[src/rtl/jts18_pkg.sv]
// Shared jts18 definitions: mixer state encoding, delay limits and small helpers.
package jts18_pkg;

    localparam int unsigned DLY_MIN = 1;
    localparam int unsigned DLY_MAX = 4;

    typedef enum logic [1:0] {
        ST_IDLE = 2'd0,
        ST_LINE = 2'd1,
        ST_HBL  = 2'd2
    } mix_st_e;

    // Everything that must travel through the alignment delay together
    typedef struct packed {
        logic       lvbl;
        logic       lhbl;
        logic [8:0] rgb;
        logic [11:0] pxl;
    } mix_bus_t;

    // Out-of-range delays are pulled back into the supported window
    function automatic int unsigned clamp_dly(input int unsigned d);
        if (d < DLY_MIN) return DLY_MIN;
        if (d > DLY_MAX) return DLY_MAX;
        return d;
    endfunction

    function automatic logic [7:0] sat8(input logic [8:0] v);
        return v[8] ? 8'hFF : v[7:0];
    endfunction

endpackage

[src/rtl/jts18_vdp_mix_dly.sv]
// Parameterised-width shift register delaying a bus by DEPTH clk cycles.
module jts18_vdp_mix_dly #(
    parameter int unsigned W     = 1,
    parameter int unsigned DEPTH = 2
)(
    input  logic         clk,
    input  logic         rst,
    input  logic [W-1:0] din_i,
    output logic [W-1:0] dout_o
);

    logic [DEPTH-1:0][W-1:0] sr_q;

    // NOTE: the stages are plain flops, so clearing them on reset is cheap and keeps stale pixels from leaking out after reset.
    always_ff @(posedge clk or posedge rst) begin
        if (rst) begin
            sr_q <= '0;
        end else begin
            sr_q[0] <= din_i;
            for (int i = 1; i < DEPTH; i++) begin
                sr_q[i] <= sr_q[i-1];
            end
        end
    end

    assign dout_o = sr_q[DEPTH-1];

endmodule

[src/rtl/jts18_vdp_mix.sv]
// Selects between the System 16 palette index and the VDP colour per pixel,
// and measures how many VDP pixels each complete line showed.
module jts18_vdp_mix
    import jts18_pkg::*;
#(
    parameter int unsigned DLY   = 2,
    parameter logic [11:0] BLANK = 12'h000
)(
    input  logic        clk,
    input  logic        rst,
    input  logic        pxl_cen,
    input  logic        LHBL,
    input  logic        LVBL,
    input  logic [11:0] s16_pxl,
    input  logic [8:0]  vdp_rgb,
    input  logic        vdp_sel,
    input  logic        vdp_en,
    input  logic [7:0]  debug_bus,
    output logic [11:0] pxl_out,
    output logic        src,
    output logic        LHBL_dly,
    output logic        LVBL_dly,
    output logic [7:0]  st_show
);

    localparam int unsigned DEPTH = clamp_dly(DLY);

    mix_bus_t    bus_in, bus_dly;
    mix_st_e     st_q;
    logic [11:0] pxl_out_q, pxl_d;
    logic        src_q, src_d;
    logic        lhbl_q, lvbl_q;
    logic        active_q, active_d;
    logic [8:0]  cnt_q, cnt_inc;
    logic [7:0]  show_q;
    logic        blank;
    logic        unused_dbg;

    assign bus_in     = '{lvbl: LVBL, lhbl: LHBL, rgb: vdp_rgb, pxl: s16_pxl};
    assign unused_dbg = ^debug_bus[7:2];

    jts18_vdp_mix_dly #(.W($bits(mix_bus_t)), .DEPTH(DEPTH)) u_dly (
        .clk    (clk),
        .rst    (rst),
        .din_i  (bus_in),
        .dout_o (bus_dly)
    );

    // NOTE: every always_comb output gets a default first so no path can infer a latch.
    always_comb begin
        blank    = ~(bus_dly.lhbl & bus_dly.lvbl);
        active_d = active_q;
        if (lvbl_q && !bus_dly.lvbl) active_d = vdp_en;
        src_d = active_q & vdp_sel;
        if (debug_bus[1]) src_d = 1'b1;
        if (debug_bus[0]) src_d = 1'b0;
        if (blank)        src_d = 1'b0;
        pxl_d   = blank ? BLANK : (src_d ? {3'b000, bus_dly.rgb} : bus_dly.pxl);
        cnt_inc = (src_d && cnt_q != '1) ? cnt_q + 9'd1 : cnt_q;
    end

    // NOTE: sequential state uses non-blocking assignments so every flop samples the pre-edge values.
    always_ff @(posedge clk or posedge rst) begin
        if (rst) begin
            pxl_out_q <= BLANK;
            src_q     <= 1'b0;
            lhbl_q    <= 1'b0;
            lvbl_q    <= 1'b0;
            active_q  <= 1'b0;
            st_q      <= ST_IDLE;
            cnt_q     <= '0;
            show_q    <= '0;
        end else if (pxl_cen) begin
            pxl_out_q <= pxl_d;
            src_q     <= src_d;
            lhbl_q    <= bus_dly.lhbl;
            lvbl_q    <= bus_dly.lvbl;
            active_q  <= active_d;
            if (!bus_dly.lvbl) begin
                st_q  <= ST_IDLE;
                cnt_q <= '0;
            end else begin
                case (st_q)
                    // Vertical blanking may end inside a horizontal blank
                    ST_IDLE: begin
                        st_q  <= bus_dly.lhbl ? ST_LINE : ST_HBL;
                        cnt_q <= cnt_inc;
                    end
                    ST_LINE: begin
                        if (!bus_dly.lhbl) begin
                            st_q   <= ST_HBL;
                            show_q <= sat8(cnt_q);
                            cnt_q  <= '0;
                        end else begin
                            cnt_q <= cnt_inc;
                        end
                    end
                    ST_HBL: begin
                        if (bus_dly.lhbl) begin
                            st_q  <= ST_LINE;
                            cnt_q <= cnt_inc;
                        end
                    end
                    default: begin
                        st_q  <= ST_IDLE;
                        cnt_q <= '0;
                    end
                endcase
            end
        end
    end

    assign pxl_out  = pxl_out_q;
    assign src      = src_q;
    assign LHBL_dly = lhbl_q;
    assign LVBL_dly = lvbl_q;
    assign st_show  = show_q;

endmodule

[config.mk]
export PLATFORM = sky130hd
export DESIGN_NAME = jts18_vdp_mix
export DESIGN_NICKNAME = d
export VERILOG_FILES = /design/src/rtl/jts18_pkg.sv /design/src/rtl/jts18_vdp_mix_dly.sv /design/src/rtl/jts18_vdp_mix.sv
export SDC_FILE = /design/constraint.sdc
export NUM_CORES = 1
export LEC_CHECK = 0
export CORE_MARGIN = 2
export CORE_UTILIZATION = 50
export DETAILED_ROUTE_END_ITERATION = 6
export PLACE_DENSITY = 0.77
export SYNTH_ARGS = -nofsm -noshare
export SYNTH_HDL_FRONTEND = slang
export SYNTH_HIERARCHICAL = 1
export SYNTH_SLANG_ARGS = --single-unit
[constraint.sdc]
create_clock -name clk -period 2.5 [get_ports clk]
set_clock_uncertainty 0.1 [all_clocks]
set_input_delay 0.75 -clock clk [delete_from_list [all_inputs] [get_ports clk]]
set_output_delay 0.75 -clock clk [all_outputs]
set_load 0.05 [all_outputs]
==> metrics.md, run 1 <==
| Metric | Value |
|---|---|
| Layout cell share with drive strength beyond 1 | 13.65% |
| Power per standard cell area | 772.1 mW/mm² |
| Max H-tree Level | 3 |
| Ant. Diodes | 0 |
| First-pass GRT wire length | 8238 µm |
| Worst path max stage delay | 0.82 ns |
| Sequential element share of the synthesized area | 68.97% |
| Vias/cell | 5.012 |
| FILL cells | 444 |
| Slew Limit Headroom | 66.07% |
| Worst Tran Pin Value | 0.5073 ns |
| DR WL/cell | 13.87 µm |
| Clock-pin slew on the worst setup and hold paths | 0.08 ns |
| R2r endpoint | cnt_q[7] |
| Antenna violations before repair | 0 |
| Yosys reg bits | 81 |
| Total CTS buffers | 9 |
| Synthesized area | 0.002939 mm² |
| CP Data Arrival Time | 1.55 ns |
| Die width | 80.67 µm |
| Final Critical Period | 2.402 ns |
| Area growth syn-to-layout | 24.52% |
| TritonCTS clock tree | built |
| Max-cap violations | 0 |
| Leak | 1.589 nW |
| Critical-path maximum fanout | 2 |
| WP buf/inv | 1 |
| Pin count of the biggest net entering global routing | 36 |
| First-pass iteration count of the detailed router | 4 |
| Post-DRT Antenna Nets | 0 |
| Final nets | 304 |
| CTS Hold Bufs | 0 |
| Initial Utilization | 52.41% |
| Critical Path Sink Type | primary output |
| CTS sink count | 81 |
| WP data required | 1.65 ns |
| Status | complete, no violations |
| Worst setup SP type | flip-flop |
| Syn avg cell area | 13.36 µm² |
| Num rows | 27 |
| WHS Path Cells | 0 |
| 1st-iter DRT viols | 123 |
| Buffers on Ports | 52 |
| Final Hold Fails | 0 |
| I/O pin count | 59 |
| Worst VDD drop | 0.4535 mV |
| Worst min path class | reg -> reg |
| Die Y | 80.67 µm |
| R2R Setup Slk | 0.15 ns |
| Total Routed Length | 4756 µm |
| WHS Endpoint | u_dly/dout_o[4] |
| Synth cell types | 31 |
| DP Area | 0.003458 mm² |
| Hold path start | u_dly/sr_q[4] |
| Routability cong. | 0.8611 |
| Final setup vio count | 0 |
| Final design utilization | 65.26% |
| Max-slew violation count | 0 |
| Mapped Cells | 220 |
| Post-route DRC | 0 |
| Fin Setup TNS | 0 ns |
| # placed instances | 325 |
| Final HPWL DP | 3310 µm |
| Syn Nets | 258 |
| Finished Cell Area | 0.003660 mm² |
| Worst-Skew Late Latency | 0.34 ns |
| Worst Reg2Reg Path Length in Cells | 8 |
| Grt ovf | 0 |
| YS warnings | 6 |
| Worst path cell trace | clkdlybuf4s50_1 |
| Non-filler cells, final | 343 |
| CP max-delay cell | clkdlybuf4s50_1 |
| CP Class | reg -> out |
| Power, Total | 2.826 mW |
| Final Cycle Share | 96.08% |
| Die ar. | 0.006508 mm² |
| FMAX | 416.3 MHz |
| R2R Path Start | cnt_q[0] |
| Number of global-route vias before repair | 1,760 |
| CP top delay family | buffers and inverters |
| Longest Clk Path Bufs | 2 |
| Placeable Area | 0.005608 mm² |
| Root buf cell | clkbuf_8 |
| Via count | 1,719 |
| Gr usage total | 17.29% |
[registers in the layout, summed over array words and instances (netlist names)]
name,flops
active_q,1
st_q,2
u_dly/sr_q,23
u_dly/dout_o,23
LHBL_dly,1
cnt_q,9
st_show,8
pxl_out,12
LVBL_dly,1
src,1
[synth_stat cells, drive strengths merged]
cell type  count  area [µm²]
buf           28       196.4
a22o           3       26.28
ha             2       25.02
dfrtp         81        2027
nand4          1       6.260
o2bb2ai       10       87.58
inv            7       26.28
o31ai          2       15.01
xnor2          5       43.79
o221a          1       11.26
nand3          4       20.02
a21oi         12       60.06
o21ai          4       20.02
mux2i         10       100.1
nand2          9       33.78
nor3           3       15.01
o41ai          1       8.760
nand4b         2       32.53
nand3b         1       7.510
nor4           2       12.51
clkbuf         2       7.510
or4            1       7.510
nor2          24       90.09
and3           1       6.260
or2            1       8.760
mux2           1       11.26
nor4b          2       32.53
[worst max-delay path by stage]
stage	startpoint	to	slack, ns	cells after the start
after floorplan	cnt_q[0]	cnt_q[7]	0.36	8
after global placement	pxl_cen	cnt_q[7]	0.04	5
after detailed placement	pxl_cen	cnt_q[7]	0.008	5
after CTS	pxl_out[3]	pxl_out[3]	0.08	1
after global routing	cnt_q[1]	cnt_q[7]	-0.003	8
final	pxl_out[5]	pxl_out[5]	0.1	1
[final cells by class]
type	count	area (µm²)	share of cell area [%]
timing repair buffer	65	643.1	17.57
sequential	81	2027	55.38
clock buffer	9	123.9	3.385
inverter	7	26.28	0.7179
clock inverter	7	56.30	1.538
tap	72	90.09	2.462
multi-input combinational	102	693.2	18.94
[layout by cell type, fill, tap and decap left out]
master / instances
or4_1: 1
o221a_2: 1
or2_4: 1
buf_12: 2
nand3_1: 4
clkdlybuf4s50_1: 52
xnor2_1: 5
clkinv_2: 2
mux2_2: 1
nor4b_4: 1
a21oi_1: 12
nor4b_1: 1
o21ai_0: 4
o31ai_1: 2
ha_1: 2
buf_4: 11
inv_8: 1
inv_2: 1
inv_1: 6
nor2_1: 24
and3_1: 1
nand4_1: 1
a22o_1: 3
dfrtp_1: 81
clkbuf_8: 9
mux2i_1: 10
nand4b_4: 1
nand4b_1: 1
nand2_1: 9
nor4_2: 1
o41ai_1: 1
nor3_1: 2
o2bb2ai_1: 10
nand3b_1: 1
clkinv_4: 4
nor3_2: 1
nor4_1: 1
[power by group]
| part | internal, mW | leakage [nW] | switching, mW | total [mW] |
|---|---|---|---|---|
| Combinational | 0.195 | 0.497 | 0.318 | 0.513 |
| Clock | 0.370 | 0.0951 | 0.479 | 0.850 |
| Sequential | 1.41 | 0.996 | 0.0521 | 1.46 |
[kinds of logic after synthesis]
| group | count (synthesis) | share of synthesized area, % |
|---|---|---|
| DFF | 81 | 68.97 |
| and+or+nand+nor | 51 | 9.281 |
| buffers and inverters | 37 | 7.833 |
| AOI/OAI and AO/OA | 33 | 7.791 |
| muxes | 11 | 3.789 |
| xor gates and xnor gates | 5 | 1.490 |
| adders and majority gates | 2 | 0.8513 |
[routing by layer]
| layer | part of all wire, % | GRT usage (%) | vias up |
|---|---|---|---|
| met5 | 0 | 0 | - |
| met4 | 1.2 | 6.610 | 0 |
| met3 | 4.6 | 5.506 | 8 |
| met2 | 50 | 26.08 | 44 |
| met1 | 44 | 23.52 | 849 |
| li1 | - | - | 818 |
[metrics by stage]
step | setup slack [ns] | hold slack (ns)
6_report | 0.09804 | 0.2517
5_1_grt | -0.003264 | 0.2591
4_1_cts | 0.08108 | 0.2529
3_5_place_dp | 0.008286 | 0.2347
3_3_place_gp | 0.03740 | 0.2318
2_1_floorplan | 0.3583 | 0.2312
[repair_timing]
item	4_1_cts	5_1_grt
endpoints found under the setup margin	0	2
buffers inserted	0	2
resized for setup	0	1
(Power assumes the default switching activity.)
==> run 2, diff against run 1 <==
--- a/config.mk
+++ b/config.mk
@@ -5,6 +5,7 @@
 export SDC_FILE = /design/constraint.sdc
 export NUM_CORES = 1
 export LEC_CHECK = 0
+export ABC_CLOCK_PERIOD_IN_PS = 2500
 export CORE_MARGIN = 2
 export CORE_UTILIZATION = 50
 export DETAILED_ROUTE_END_ITERATION = 6
==> constraint.sdc (replaced) <==
create_clock -name clk -period 2.5 [get_ports clk]
set_clock_uncertainty 0.1 [all_clocks]
set_input_delay 0.75 -clock clk [delete_from_list [all_inputs] [get_ports clk]]
set_output_delay 0.75 -clock clk [all_outputs]
set_load 0.005 [all_outputs]
==> results of run 2 <==
Same layout as run 1 (identical final DEF). Status: complete, no violations.
Main changes from that run: setup slack after layout 0.09804 ns -> 0.1467 ns; start point of the critical path pxl_out[5] -> cnt_q[0]; end point of the critical path pxl_out[5] -> cnt_q[7]; total power 2.826 mW -> 2.624 mW; worst IR drop on VDD 0.4535 mV -> 0.4344 mV
